==> config.mk <==
export PLATFORM = sky130hd
export DESIGN_NAME = lock_session_ctrl
export DESIGN_NICKNAME = d
export VERILOG_FILES = /design/src/rtl/lock_session_ctrl.sv
export SDC_FILE = /design/constraint.sdc
export NUM_CORES = 1
export LEC_CHECK = 0
export BUFFER_PORTS_ARGS = -buffer_cell sky130_fd_sc_hd__buf_2
export CAP_MARGIN = 20
export CORE_MARGIN = 2
export CORE_UTILIZATION = 30
export CTS_CLUSTER_DIAMETER = 50
export DETAILED_ROUTE_END_ITERATION = 8
export GPL_ROUTABILITY_DRIVEN = 0
export MAX_ROUTING_LAYER = met4
export PLACE_DENSITY = 0.57
export REMOVE_ABC_BUFFERS = 1
export SYNTH_ARGS = -nofsm -noshare
export SYNTH_HDL_FRONTEND = slang
export SYNTH_SLANG_ARGS = --single-unit
export TNS_END_PERCENT = 1
==> constraint.sdc <==
create_clock -name clock -period 3.4 [get_ports clock]
set_input_delay 0.34 -clock clock [delete_from_list [all_inputs] [get_ports clock]]
set_output_delay 0.34 -clock clock [all_outputs]
set_load 0.02 [all_outputs]
==> src/rtl/lock_session_ctrl.sv <==
// Code-entry session sequencer for the keypad lock: gates digit entry, issues
// submit/clear strobes to the comparator, counts wrong attempts and runs the lockout.
module lock_session_ctrl #(
    parameter int TICK_DIV        = 50000000,
    parameter int DIGITS          = 4,
    parameter int MAX_WRONG       = 3,
    parameter int ENTRY_TIMEOUT_S = 10,
    parameter int OPEN_S          = 5,
    parameter int LOCKOUT_S       = 30,
    parameter int VERDICT_WAIT    = 16
) (
    input  logic       clock,
    input  logic       reset,
    input  logic       key_valid,
    input  logic [3:0] key_code,
    input  logic       verdict_valid,
    input  logic       verdict_ok,
    output logic       entry_en,
    output logic [2:0] digit_count,
    output logic       submit,
    output logic       clear,
    output logic       open,
    output logic       lockout,
    output logic       alarm,
    output logic [3:0] wrong_count,
    output logic [7:0] lock_remain
);

    localparam int PW = (TICK_DIV > 1) ? $clog2(TICK_DIV) : 1;
    localparam int WW = (VERDICT_WAIT > 1) ? $clog2(VERDICT_WAIT) : 1;

    typedef enum logic [2:0] {
        ST_IDLE,
        ST_ENTRY,
        ST_WAIT_VERDICT,
        ST_OPEN,
        ST_LOCKOUT
    } state_t;

    state_t          state, state_nxt;
    logic [PW-1:0]   presc, presc_nxt;
    logic [7:0]      sec_cnt, sec_nxt;
    logic [WW-1:0]   wait_cnt, wait_nxt;
    logic [2:0]      digit_nxt;
    logic [3:0]      wrong_nxt;
    logic [7:0]      remain_nxt;
    logic            submit_nxt;
    logic            clear_nxt;
    logic            restart;
    logic            wrong_attempt;
    logic            tick;
    logic            is_digit;
    logic            is_clear;
    logic            is_enter;

    assign tick     = (presc == PW'(TICK_DIV - 1));
    assign is_digit = key_valid && (key_code <= 4'd9);
    assign is_clear = key_valid && (key_code == 4'hE);
    assign is_enter = key_valid && (key_code == 4'hF);

    always_ff @(posedge clock) begin
        if (reset) begin
            state       <= ST_IDLE;
            presc       <= '0;
            sec_cnt     <= '0;
            wait_cnt    <= '0;
            digit_count <= '0;
            wrong_count <= '0;
            lock_remain <= '0;
            submit      <= 1'b0;
            clear       <= 1'b0;
            open        <= 1'b0;
            lockout     <= 1'b0;
            alarm       <= 1'b0;
            entry_en    <= 1'b1;
        end else begin
            state       <= state_nxt;
            presc       <= presc_nxt;
            sec_cnt     <= sec_nxt;
            wait_cnt    <= wait_nxt;
            digit_count <= digit_nxt;
            wrong_count <= wrong_nxt;
            lock_remain <= remain_nxt;
            submit      <= submit_nxt;
            clear       <= clear_nxt;
            open        <= (state_nxt == ST_OPEN);
            lockout     <= (state_nxt == ST_LOCKOUT);
            alarm       <= (state_nxt == ST_LOCKOUT);
            entry_en    <= (state_nxt == ST_IDLE) || (state_nxt == ST_ENTRY);
        end
    end

    always_comb begin
        state_nxt     = state;
        presc_nxt     = tick ? '0 : presc + PW'(1);
        sec_nxt       = tick ? sec_cnt + 8'd1 : sec_cnt;
        wait_nxt      = wait_cnt + WW'(1);
        digit_nxt     = digit_count;
        wrong_nxt     = wrong_count;
        remain_nxt    = lock_remain;
        submit_nxt    = 1'b0;
        clear_nxt     = 1'b0;
        restart       = 1'b0;
        wrong_attempt = 1'b0;

        case (state)
            ST_IDLE: begin
                if (is_digit) begin
                    state_nxt = ST_ENTRY;
                    digit_nxt = 3'd1;
                end
            end

            ST_ENTRY: begin
                // A key wins over a timeout tick landing in the same cycle.
                if (is_digit) begin
                    restart = 1'b1;
                    if (digit_count < 3'(DIGITS)) begin
                        digit_nxt = digit_count + 3'd1;
                    end
                end else if (is_clear) begin
                    clear_nxt = 1'b1;
                    digit_nxt = 3'd0;
                    state_nxt = ST_IDLE;
                end else if (is_enter && (digit_count == 3'(DIGITS))) begin
                    submit_nxt = 1'b1;
                    state_nxt  = ST_WAIT_VERDICT;
                end else if (tick && (sec_cnt == 8'(ENTRY_TIMEOUT_S - 1))) begin
                    clear_nxt = 1'b1;
                    digit_nxt = 3'd0;
                    state_nxt = ST_IDLE;
                end
            end

            ST_WAIT_VERDICT: begin
                if (verdict_valid && verdict_ok) begin
                    state_nxt = ST_OPEN;
                    wrong_nxt = 4'd0;
                    digit_nxt = 3'd0;
                end else if (verdict_valid || (wait_cnt == WW'(VERDICT_WAIT - 1))) begin
                    wrong_attempt = 1'b1;
                end
                if (wrong_attempt) begin
                    clear_nxt = 1'b1;
                    digit_nxt = 3'd0;
                    wrong_nxt = wrong_count + 4'd1;
                    if (wrong_nxt == 4'(MAX_WRONG)) begin
                        state_nxt  = ST_LOCKOUT;
                        remain_nxt = 8'(LOCKOUT_S);
                    end else begin
                        state_nxt = ST_IDLE;
                    end
                end
            end

            ST_OPEN: begin
                if (is_clear || (tick && (sec_cnt == 8'(OPEN_S - 1)))) begin
                    state_nxt = ST_IDLE;
                end
            end

            ST_LOCKOUT: begin
                // The <= guard keeps the countdown from wrapping below zero.
                if (tick) begin
                    if (lock_remain <= 8'd1) begin
                        remain_nxt = 8'd0;
                        wrong_nxt  = 4'd0;
                        state_nxt  = ST_IDLE;
                    end else begin
                        remain_nxt = lock_remain - 8'd1;
                    end
                end
            end

            default: begin
                state_nxt = ST_IDLE;
            end
        endcase

        // Every state entry and every accepted ENTRY key restarts all timing.
        if ((state_nxt != state) || restart) begin
            presc_nxt = '0;
            sec_nxt   = '0;
            wait_nxt  = '0;
        end
    end

endmodule

==> flow_summary.json <==
{
  "status": "complete, no violations",
  "rsz0062_at_grt": "no",
  "grt_max_degree": 39,
  "tightest_slew_ns": 0.587,
  "finalHoldViolations": 0,
  "fp.dieArea_um2": 11300,
  "ctsResizeCount": 0,
  "nets": 415,
  "ys_seq_area_share_pct": 38.9,
  "synth.area.top_cells": "dfxtp_1, xor2_1, nor3_1, ha_1, xnor2_1",
  "timing.final.crit_share_pct": 87.7,
  "grt_antenna_before_repair": 0,
  "synthSimpleGateAreaFrac_pct": 30.5,
  "min_to": "wrong_count[3]",
  "synthMuxAreaShare_pct": 2.08,
  "r2r_start": "presc[0]",
  "ir_worst_vdd_uv": 227,
  "syn_area_per_cell_um2": 8.57,
  "clock_latency_ns": 0.35,
  "synthAdderAreaFrac_pct": 4.39,
  "start_util_pct": 30.6,
  "synth_top_family_by_area": "simple AND/OR/NAND/NOR gates",
  "whs_path_depth": 2,
  "vias_per_cell": 5.15,
  "num_io_pins": 30,
  "ff2ff_path_depth": 7,
  "maxCapViolations": 0,
  "post_cts_buffers": 0,
  "cts_tree": "done",
  "fmax_mhz": 335,
  "areaGrowthSynthToFinish_pct": 15.5,
  "leakagePower_nw": 1.29,
  "worstSetupStartpointType": "flop",
  "synthArstFlopShare_pct": 0,
  "rows": 37,
  "grt_use_total_pct": 14.2,
  "r2r_slack_ns": 0.42,
  "critical_path_class": "flop to flop",
  "yosysUniqueCellTypes": 46,
  "power_density_nw_per_um2": 435,
  "finalCriticalPeriod_ns": 2.98,
  "antenna_left": 0,
  "synthCells": 366,
  "h-tree-depth": 3,
  "timing.rr.end": "presc[3]",
  "syn_area_um2": 3140,
  "drt_iter0_drc": 111,
  "synth_top_area_share_pct": 38.9,
  "crit_arrival_ns": 3.23,
  "drc_errors": 0,
  "drive_gt1_share_pct": 14.8,
  "num_vias": 2761,
  "yosysWarnings": 0,
  "clockBufferDepth": 2,
  "grt_pass1_vias": 2712,
  "end_kind": "flop",
  "die_width_um": 106,
  "place_hpwl_um": 4990,
  "finalPower_mw": 1.57,
  "wirelength_um": 7380,
  "fin_skew_ns": 0.0108,
  "ctsHoldBuffers": 0,
  "cp_max_fo": 38,
  "yosys.area.top_type": "dfxtp_1",
  "synth_compound_area_share_pct": 9.58,
  "clkSinkCount": 61,
  "n_antenna_cell": 0,
  "final_max_slew_viol_count": 0,
  "ys.flop_type": "dfxtp_1",
  "io_buffers": 29,
  "synthXorXnorAreaFrac_pct": 10.1,
  "grt-ovfl-total": 0,
  "wl_per_cell_um": 13.8,
  "relSlewSlack_pct": 60.6,
  "setup_viol": 0,
  "drt_first_pass_iters": 4,
  "fp.dieH_um": 106,
  "numCtsBuffers": 9,
  "root_buffer": "clkbuf_8",
  "grt_pass1_wl_um": 12600,
  "path_clk_slew_ns": 0.07,
  "crit_required_ns": 3.65,
  "synth_enable_flop_cells": 0,
  "hold_path.startpoint": "reset",
  "ys_ff_latch": 61,
  "setup-tns-final_ns": 0,
  "core_area_um2": 10200,
  "holdCritPathClass": "input port to flop"
}
[routing by layer]
| metal | global-route usage (%) | part of all wire (%) |
|---|---|---|
| met2 | 22.4 | 47 |
| met3 | 3.68 | 4.0 |
| met4 | 6.48 | 1.5 |
| met1 | 17.1 | 47 |
| met5 | - | 0 |
[synthesized netlist by cell type (2+ instances only)]
library cell,instances
dfxtp_1,61
nor3b_1,3
nand4b_1,3
a211oi_1,2
ha_1,11
nor4b_1,3
nor4_1,18
buf_2,3
nand2b_1,5
o2111ai_1,2
nand3_1,15
xor2_1,22
nor3_1,31
a21oi_1,20
nand4_1,15
and4_1,3
o21ai_0,12
or2_2,5
o31ai_1,2
buf_6,3
mux2i_1,5
inv_1,13
a31oi_1,2
nand2_1,24
nor2_1,27
nor2b_1,2
or3_1,5
and3_1,3
xnor2_1,14
clkbuf_1,9
or4_1,8
[stage by stage]
step / worst slack, ns / hold WS (ns) / cell area [um2] / std cells / utilization [%]
2_1_floorplan: 0.604 / 0.409 / 3050 / 350 / -
3_3_place_gp: 0.566 / 0.448 / 3400 / 520 / 33.2
3_5_place_dp: 0.458 / 0.452 / 3400 / 520 / 33.2
4_1_cts: 0.397 / 0.366 / 3620 / 536 / 35.4
5_1_grt: 0.166 / 0.389 / 3620 / 536 / 35.4
6_report: 0.419 / 0.373 / 3620 / 536 / 35.4
[power by group]
group	switching, mW	internal (mW)
clock network	0.308	0.431
logic	0.0723	0.0311
registers	0.0100	0.722
total	0.390	1.18
[worst max-delay path, stage by stage, from the launching register on]
cell and delay [ns]:
dfxtp_1 0.39, ha_1 0.25, nand4_1 0.13, or4_1 0.55, or2_0 0.29, a2111oi_4 0.45
mux2_4 0.51, nor4_1 0.30
[worst max path at each step]
stage                        start        end  slack [ns]  depth (start not counted)
after detailed placement  presc[0]   presc[3]        0.46                          7
final                     presc[0]   presc[3]        0.42                          7
after floorplan           presc[0]  presc[12]        0.60                          7
after global routing      presc[0]  presc[12]        0.17                          7
after CTS                 presc[0]   presc[3]        0.40                          7
after global placement    presc[0]  presc[20]        0.57                          7
[flip-flops by register name, summed over array words and instances, names as in the netlist, 3 cells and up]
signal	cells
presc	26
lock_remain	8
sec_cnt	8
wait_cnt	4
wrong_count	4
digit_count	3
state	3
[cell families (layout without fill, tap and decap cells)]
group | Yosys count | count (layout)
and+or+nand+nor | 175 | 175
DFF | 61 | 61
AOI/OAI and AO/OA | 48 | 48
xor gates and xnor gates | 36 | 36
buffers and inverters | 29 | 63
adders and majority gates | 11 | 11
muxes | 6 | 6
[area by class of cell]
type | count | area (um2)
flip-flops and latches | 61 | 1220
clock buffers | 10 | 138
clock inverters | 6 | 86.3
well taps | 136 | 170
inverters | 13 | 48.8
multi-input cells | 276 | 1780
repair buffers | 34 | 183
fillers | 1054 | 6610
[cells in the final DEF, fill, tap and decap left out, drive strengths merged, types with 5 or more instances in the layout]
cell,netlist,layout
nor4,18,18
or3,5,5
xnor2,14,14
or2,6,6
nand2,24,24
clkbuf,9,10
nand3,15,15
nand2b,5,5
nand4,15,15
buf,7,34
o21ai,12,12
nor2,27,27
nor3,31,31
xor2,22,22
dfxtp,61,61
ha,11,11
or4,8,8
a21oi,20,20
mux2i,5,5
inv,13,13
Note: power is estimated with default switching activity, not from simulation.
